$ cat config.mk
export PLATFORM = sky130hd
export DESIGN_NAME = sw_step_ctrl_flat
export DESIGN_NICKNAME = d
export VERILOG_FILES = /design/src/rtl/sw_step_ctrl_if.sv /design/src/rtl/sw_step_ctrl.sv /design/src/flat_wrapper.sv
export SDC_FILE = /design/constraint.sdc
export NUM_CORES = 1
export LEC_CHECK = 0
export BUFFER_PORTS_ARGS = -buffer_cell sky130_fd_sc_hd__buf_2
export CAP_MARGIN = 15
export CORE_ASPECT_RATIO = 0.5
export CORE_UTILIZATION = 50
export DETAILED_ROUTE_END_ITERATION = 16
export GPL_TIMING_DRIVEN = 1
export MAX_ROUTING_LAYER = met4
export PLACE_DENSITY = 0.77
export SYNTH_ARGS = -nofsm -noshare
export SYNTH_HDL_FRONTEND = slang
export SYNTH_SLANG_ARGS = --single-unit
export TNS_END_PERCENT = 5
$ cat constraint.sdc
create_clock -name iClk -period 3.9 [get_ports iClk]
set_input_delay 0 -clock iClk [delete_from_list [all_inputs] [get_ports iClk]]
set_output_delay 0 -clock iClk [all_outputs]
set_load 0.03 [all_outputs]
$ cat src/rtl/sw_step_ctrl_if.sv
// ----------------------------------------------------------------------------
// sw_step_ctrl_if
//
// Bundles the switch-conditioner signals between the raw switch pins, the
// conditioner and its consumer (the LED rotator).
//
//   iSW       [1:0] raw, asynchronous switch levels (bit0 = right, bit1 = left)
//   oSW       [1:0] one-cycle step command: 01 right, 10 left, 00 hold
//   oState    [1:0] current direction: 00 idle, 01 right, 10 left
//   oConflict       high while both debounced switches are on
//
// Modports:
//   master - the side that supplies the switch levels and observes the result
//   slave  - the conditioner itself
// ----------------------------------------------------------------------------
interface sw_step_ctrl_if;
  logic [1:0] iSW;
  logic [1:0] oSW;
  logic [1:0] oState;
  logic       oConflict;

  modport master (
    output iSW,
    input  oSW,
    input  oState,
    input  oConflict
  );

  modport slave (
    input  iSW,
    output oSW,
    output oState,
    output oConflict
  );
endinterface

$ cat src/rtl/sw_step_ctrl.sv
// ----------------------------------------------------------------------------
// sw_step_ctrl
//
// Front-end conditioner for the two direction slide switches. The raw levels
// are synchronised (2 flops per bit), debounced independently per bit, decoded
// into a direction, and a held direction is turned into one-cycle step pulses
// spaced STEP_CYCLES apart. oSW feeds the LED rotator's step input directly.
//
// Parameters:
//   DEBOUNCE_CYCLES  consecutive cycles a synchronised bit must disagree with
//                    its debounced value before the new value is accepted (>=1)
//   STEP_CYCLES      cycles between step pulses while a direction is held (>=2)
//
// Ports:
//   iClk    system clock, rising edge
//   iRst_n  asynchronous active-low reset, clears every flop
//   bus     sw_step_ctrl_if.slave: iSW in; oSW, oState, oConflict out
//
// Timing (E0 = first edge that samples a new raw level):
//   debounced value changes at E(DEBOUNCE_CYCLES+1),
//   first step pulse is registered at E(DEBOUNCE_CYCLES+2).
// ----------------------------------------------------------------------------
module sw_step_ctrl #(
  parameter int DEBOUNCE_CYCLES = 1000000,
  parameter int STEP_CYCLES     = 12500000
) (
  input logic            iClk,
  input logic            iRst_n,
  sw_step_ctrl_if.slave  bus
);

  // A single-cycle debounce still needs a 1-bit counter to keep the
  // declarations legal; its value is then always 0.
  localparam int DbW   = (DEBOUNCE_CYCLES > 1) ? $clog2(DEBOUNCE_CYCLES) : 1;
  localparam int StepW = $clog2(STEP_CYCLES);

  localparam logic [DbW-1:0]   DbLast   = DbW'(DEBOUNCE_CYCLES - 1);
  localparam logic [StepW-1:0] StepLast = StepW'(STEP_CYCLES - 1);

  // Encodings equal the oState / oSW codes so both can be driven straight
  // from the state without a translation table.
  typedef enum logic [1:0] {
    IDLE  = 2'b00,
    RUN_R = 2'b01,
    RUN_L = 2'b10
  } state_e;

  // --------------------------------------------------------------------------
  // Synchroniser
  // --------------------------------------------------------------------------
  logic [1:0] syncMeta;
  logic [1:0] syncQ;

  // NOTE: every flop sits on the async reset, including the synchroniser, so
  // a reset mid-run discards all progress and the debounce restarts from zero.
  always_ff @(posedge iClk or negedge iRst_n) begin
    if (!iRst_n) begin
      syncMeta <= 2'b00;
      syncQ    <= 2'b00;
    end else begin
      // NOTE: non-blocking assignments make syncQ take the previous syncMeta,
      // which is what forms a two-stage chain rather than a single flop.
      syncMeta <= bus.iSW;
      syncQ    <= syncMeta;
    end
  end

  // --------------------------------------------------------------------------
  // Per-bit debounce: the counter only runs while the synchronised bit
  // disagrees with the accepted value, and any agreement resets it, so a
  // disagreement must be unbroken for DEBOUNCE_CYCLES cycles to be accepted.
  // --------------------------------------------------------------------------
  logic [1:0]     db;
  logic [DbW-1:0] dbCnt [2];

  always_ff @(posedge iClk or negedge iRst_n) begin
    if (!iRst_n) begin
      db       <= 2'b00;
      dbCnt[0] <= '0;
      dbCnt[1] <= '0;
    end else begin
      for (int b = 0; b < 2; b++) begin
        if (syncQ[b] == db[b]) begin
          dbCnt[b] <= '0;
        end else if (dbCnt[b] == DbLast) begin
          db[b]    <= syncQ[b];
          dbCnt[b] <= '0;
        end else begin
          dbCnt[b] <= dbCnt[b] + 1'b1;
        end
      end
    end
  end

  // --------------------------------------------------------------------------
  // Decode: both switches on is illegal and treated as idle.
  // --------------------------------------------------------------------------
  state_e decoded;

  always_comb begin
    case (db)
      2'b01:   decoded = RUN_R;
      2'b10:   decoded = RUN_L;
      default: decoded = IDLE;
    endcase
  end

  // --------------------------------------------------------------------------
  // Step FSM
  // --------------------------------------------------------------------------
  state_e           state;
  state_e           stateNext;
  logic [StepW-1:0] prescaler;
  logic [StepW-1:0] prescalerNext;
  logic [1:0]       swQ;
  logic [1:0]       swNext;
  logic             conflictQ;
  logic             conflictNext;

  always_ff @(posedge iClk or negedge iRst_n) begin
    if (!iRst_n) begin
      state     <= IDLE;
      prescaler <= '0;
      swQ       <= 2'b00;
      conflictQ <= 1'b0;
    end else begin
      state     <= stateNext;
      prescaler <= prescalerNext;
      swQ       <= swNext;
      conflictQ <= conflictNext;
    end
  end

  always_comb begin
    // NOTE: defaults first, so every path assigns every output and no latch
    // is inferred; the branches below only override what changes.
    stateNext     = state;
    prescalerNext = '0;
    swNext        = 2'b00;
    conflictNext  = (db == 2'b11);

    if (decoded != state) begin
      // Any direction change, including a direct right<->left swap, emits
      // the new direction's step at once and restarts the period from it.
      // Leaving to IDLE emits nothing, so a release has no trailing pulse.
      stateNext = decoded;
      swNext    = decoded;
    end else if (state != IDLE) begin
      if (prescaler == StepLast) begin
        swNext = state;
      end else begin
        prescalerNext = prescaler + 1'b1;
      end
    end
  end

  assign bus.oSW       = swQ;
  assign bus.oState    = state;
  assign bus.oConflict = conflictQ;

endmodule

$ cat src/flat_wrapper.sv
// flat-port wrapper written by rule: the top's interface ports become plain ports
module sw_step_ctrl_flat 
#(
  parameter int DEBOUNCE_CYCLES = 1000000,
  parameter int STEP_CYCLES     = 12500000
)
  (iClk, iRst_n, bus_iSW, bus_oSW, bus_oState, bus_oConflict);
  sw_step_ctrl_if bus_i ();
  input logic iClk;
  input logic iRst_n;
  input wire logic [$bits(bus_i.iSW)-1:0] bus_iSW;
  output wire logic [$bits(bus_i.oSW)-1:0] bus_oSW;
  output wire logic [$bits(bus_i.oState)-1:0] bus_oState;
  output wire logic [$bits(bus_i.oConflict)-1:0] bus_oConflict;
  assign bus_i.iSW = bus_iSW;
  assign bus_oSW = bus_i.oSW;
  assign bus_oState = bus_i.oState;
  assign bus_oConflict = bus_i.oConflict;
  sw_step_ctrl #(.DEBOUNCE_CYCLES(DEBOUNCE_CYCLES), .STEP_CYCLES(STEP_CYCLES)) u_core (.iClk(iClk), .iRst_n(iRst_n), .bus(bus_i));
endmodule
==> metrics.md <==
| Metric | Value |
|---|---|
| Area leader, netlist | dfrtp_1 |
| RSZ-0062 raised after global routing | false |
| RR Startpoint | u_core.prescaler[5] |
| Int Pwr | 1.39 mW |
| Sequential cell area fraction in the yosys report | a little over half |
| DRT iter0 DRCs | 183 |
| Synthesized area | 0.00360 mm2 |
| Most common cell after layout, fill and taps aside | dfrtp_1 |
| Max rail drop VDD | between 150 and 200 uV |
| CTS Buf Count | 9 |
| Later-pin clock latency in the skew report | ~0.33 ns |
| Syn Area/Cell | roughly 9.9 um2 |
| Largest family of logic cells by synthesized area | simple AND/OR/NAND/NOR gates |
| I/O pin total | 9 |
| Max Freq | about 0.39 GHz |
| Proportion of synthesized area in mux cells | less than 1% |
| Routed wire per std cell | around 15 um |
| Worst-path clk slew | 0.06 ns |
| Worst Path Required | around 4.1 ns |
| Relative slew margins | between 30% and 40% |
| Sw Share | 19.4% |
| Port bufs | 8 |
| Pre-antenna DRT Iters | 5 |
| Hold Vio Cnt, Final | 0 |
| Comb power frac | 2.5% |
| TritonCTS clock tree | done |
| Core area | 0.00683 mm2 |
| Total number of vias | 2777 |
| Tightest Pin Transition | slightly above 0.9 ns |
| Remaining routing DRC violations | 0 |
| Share of the synthesized area in the top cell type | between 50% and 60% |
| Post-synth EDFFs | 0 |
| Drt via density | 5.85 |
| Synth async-reset ratio | 100% |
| Final nets | about 390 |
| Tightest Hold Check Type | in -> async |
| CP Launch Point | u_core.prescaler[5] |
| CP max FO | 23 |
| Tot Pwr | between 1.5 and 2 mW |
| Pwr dens | between 400 and 500 mW/mm2 |
| Worst Skew | 0.00638 ns |
| Synth Area in Compound Gates | around 8% |
| Die H | around 62 um |
| Pins Over Slew Limit | 0 |
| Clock root buffer | clkbuf_16 |
| Post-Synthesis Cells | between 300 and 400 |
| Seq pwr share | a little under half |
| CP endpoint kind | flip-flop |
| YS warnings | 0 |
| Dpl hpwl | around 4600 um |
| Most frequent cells in the layout | dfrtp_1 (75), nor2_1 (49), nand3_1 (24) |
| Fin crit share | between 60% and 70% |
| Main synth FF type | dfrtp_1 |
| Wirelength, routed | about 7000 um |
| H-tree levels | 3 |
| Most area-consuming cells after synthesis | dfrtp_1 (52%), nor2_1 (5.1%), xor2_1 (4.9%), xnor2_1 (4.6%), nand4_1 (3.5%) |
| First-pass GRT wire length | roughly 12000 um |
| DIE AREA | roughly 0.0076 mm2 |
| Sink Count | between 70 and 80 |
| Pin count of the biggest net entering global routing | 53 |
| GPL Wtd Cong | 0.853 |
| Yosys cell types | 37 |
| Syn Nets | between 300 and 400 |
| Status | finished clean |
| Crit path kind | reg -> reg |
| Gr usage total | a little over a fifth |
| Detail Route Antenna Nets | 0 |
| Synth Area in XOR/XNOR | around a tenth |
| Number of max-cap violations | 0 |
| Width of the die | between 100 and 150 um |
| Antenna cell count | 0 |
| Starting Density | approximately 53% |
| Vias in the first global route | ~2700 |
| Setup_tns | 0 ns |
| WP data arrival | about 2.8 ns |
| Yosys reg bits | 75 |
| Row cnt | 21 |
| Share of layout cells above drive strength 1 | about a tenth |
| Post-route minimum period | about 2.6 ns |
| Initial antenna violation count | 0 |
| Synthesized-area fraction occupied by adder cells | approximately 1.0% |
| Worst setup SP type | flip-flop |
| Simple-gate share of the synthesized area | 26.2% |
| Clock network fraction of design power | roughly half |
| GR Overflow Total | 0 |
| Layout area overhead | 14.6% |
| # setup viols final | 0 |
| Psw | roughly 0.33 mW |
| Max clock buf depth | 2 |
| Leakage power | roughly 1.7 nW |
-- worst max-delay path, stage by stage, from the launching register on --
cell and delay, ns:
dfrtp_1 0.44, or4b_1 0.53, or4_4 0.57, o31ai_4 0.76
nor2_1 0.13
-- layer usage --
| metal | vias to the layer above | GRT usage, % | wire (um) |
|---|---|---|---|
| met5 | - | - | 0 |
| met1 | 1386 | 25.3 | 3110 |
| met4 | 0 | 6.88 | 125 |
| met3 | 11 | 6.02 | 246 |
| met2 | 54 | 37.5 | 3530 |
| li1 | 1326 | - | - |
-- registers in the layout (all words and copies together) (netlist names) --
register,count
u_core.db,2
u_core.bus.oConflict,1
u_core.syncQ,2
u_core.bus.oSW,2
u_core.bus.oState,2
u_core.prescaler,24
u_core.dbCnt,40
u_core.syncMeta,2
-- final timing paths --
check / end / slack, ns / cells after the start
setup / recovery: u_core.prescaler[15] / 1.32 / 4
hold / removal: u_core.prescaler[7] / 0.26 / 2
setup reg to reg: u_core.prescaler[15] / 1.32 / 4
hold reg to reg: u_core.syncQ[0] / 0.36 / 0
max in group asynchronous: u_core.dbCnt[32] / 2.86 / 3
min in group iClk: u_core.syncMeta[1] / 0.33 / 2
-- area by class of cell --
class / count / area [um2]
flip-flops and latches: 75 / 1880
clock buffers: 12 / 256
repair buffers: 15 / 120
clock inverters: 4 / 72.6
multi-input cells: 264 / 1640
inverters: 13 / 48.8
well taps: 92 / 115
fillers: 536 / 2710
-- cell usage after synthesis (4+ instances only) --
cell and number:
or4_1 7, nor4_1 4, nand2_1 15, and4_1 7, inv_1 13, nor3_1 7
nand3_1 24, nor2_1 49, or3_1 15, xnor2_1 19, dfrtp_1 75, xor2_1 20
o21ai_0 17, o31ai_1 6, and2_1 5, and3_1 5, nand4_1 20, a21oi_1 21
clkbuf_1 9
-- stage by stage --
stage	hold WS (ns)	instance area [um2]	util [%]	cells	setup WS (ns)
detailed placement	0.110	3740	54.7	455	1.32
global route	0.320	4130	60.4	475	1.22
global placement	0.107	3740	54.7	455	1.44
finish	0.258	4130	60.4	475	1.32
CTS	0.302	4100	60.0	474	1.31
floorplan	-0.296	3600	-	363	1.75
-- cells by family after synthesis --
kind of cell | after synthesis
AO/OA/AOI/OAI | 48
XOR/XNOR | 39
adder cells (fa/ha/maj) | 3
buffers and inverters | 24
flip-flops | 75
multiplexers | 2
AND/OR/NAND/NOR | 172
-- timing repair --
item | in CTS | in global routing
hold endpoints to repair | 53 | 0
setup buffers | 0 | 0
gates resized for setup | 0 | 0
hold buffers | 3 | 0
-- power by group through the flow --
stage	clock, mW	sequential [mW]	combinational, mW
2_1_floorplan	0	0.804	0.0160
3_3_place_gp	0	0.805	0.0368
3_5_place_dp	0	0.806	0.0384
4_1_cts	0.906	0.792	0.0410
5_1_grt	0.943	0.793	0.0500
6_report	0.892	0.792	0.0430
Power figures use the tool's default switching activity.
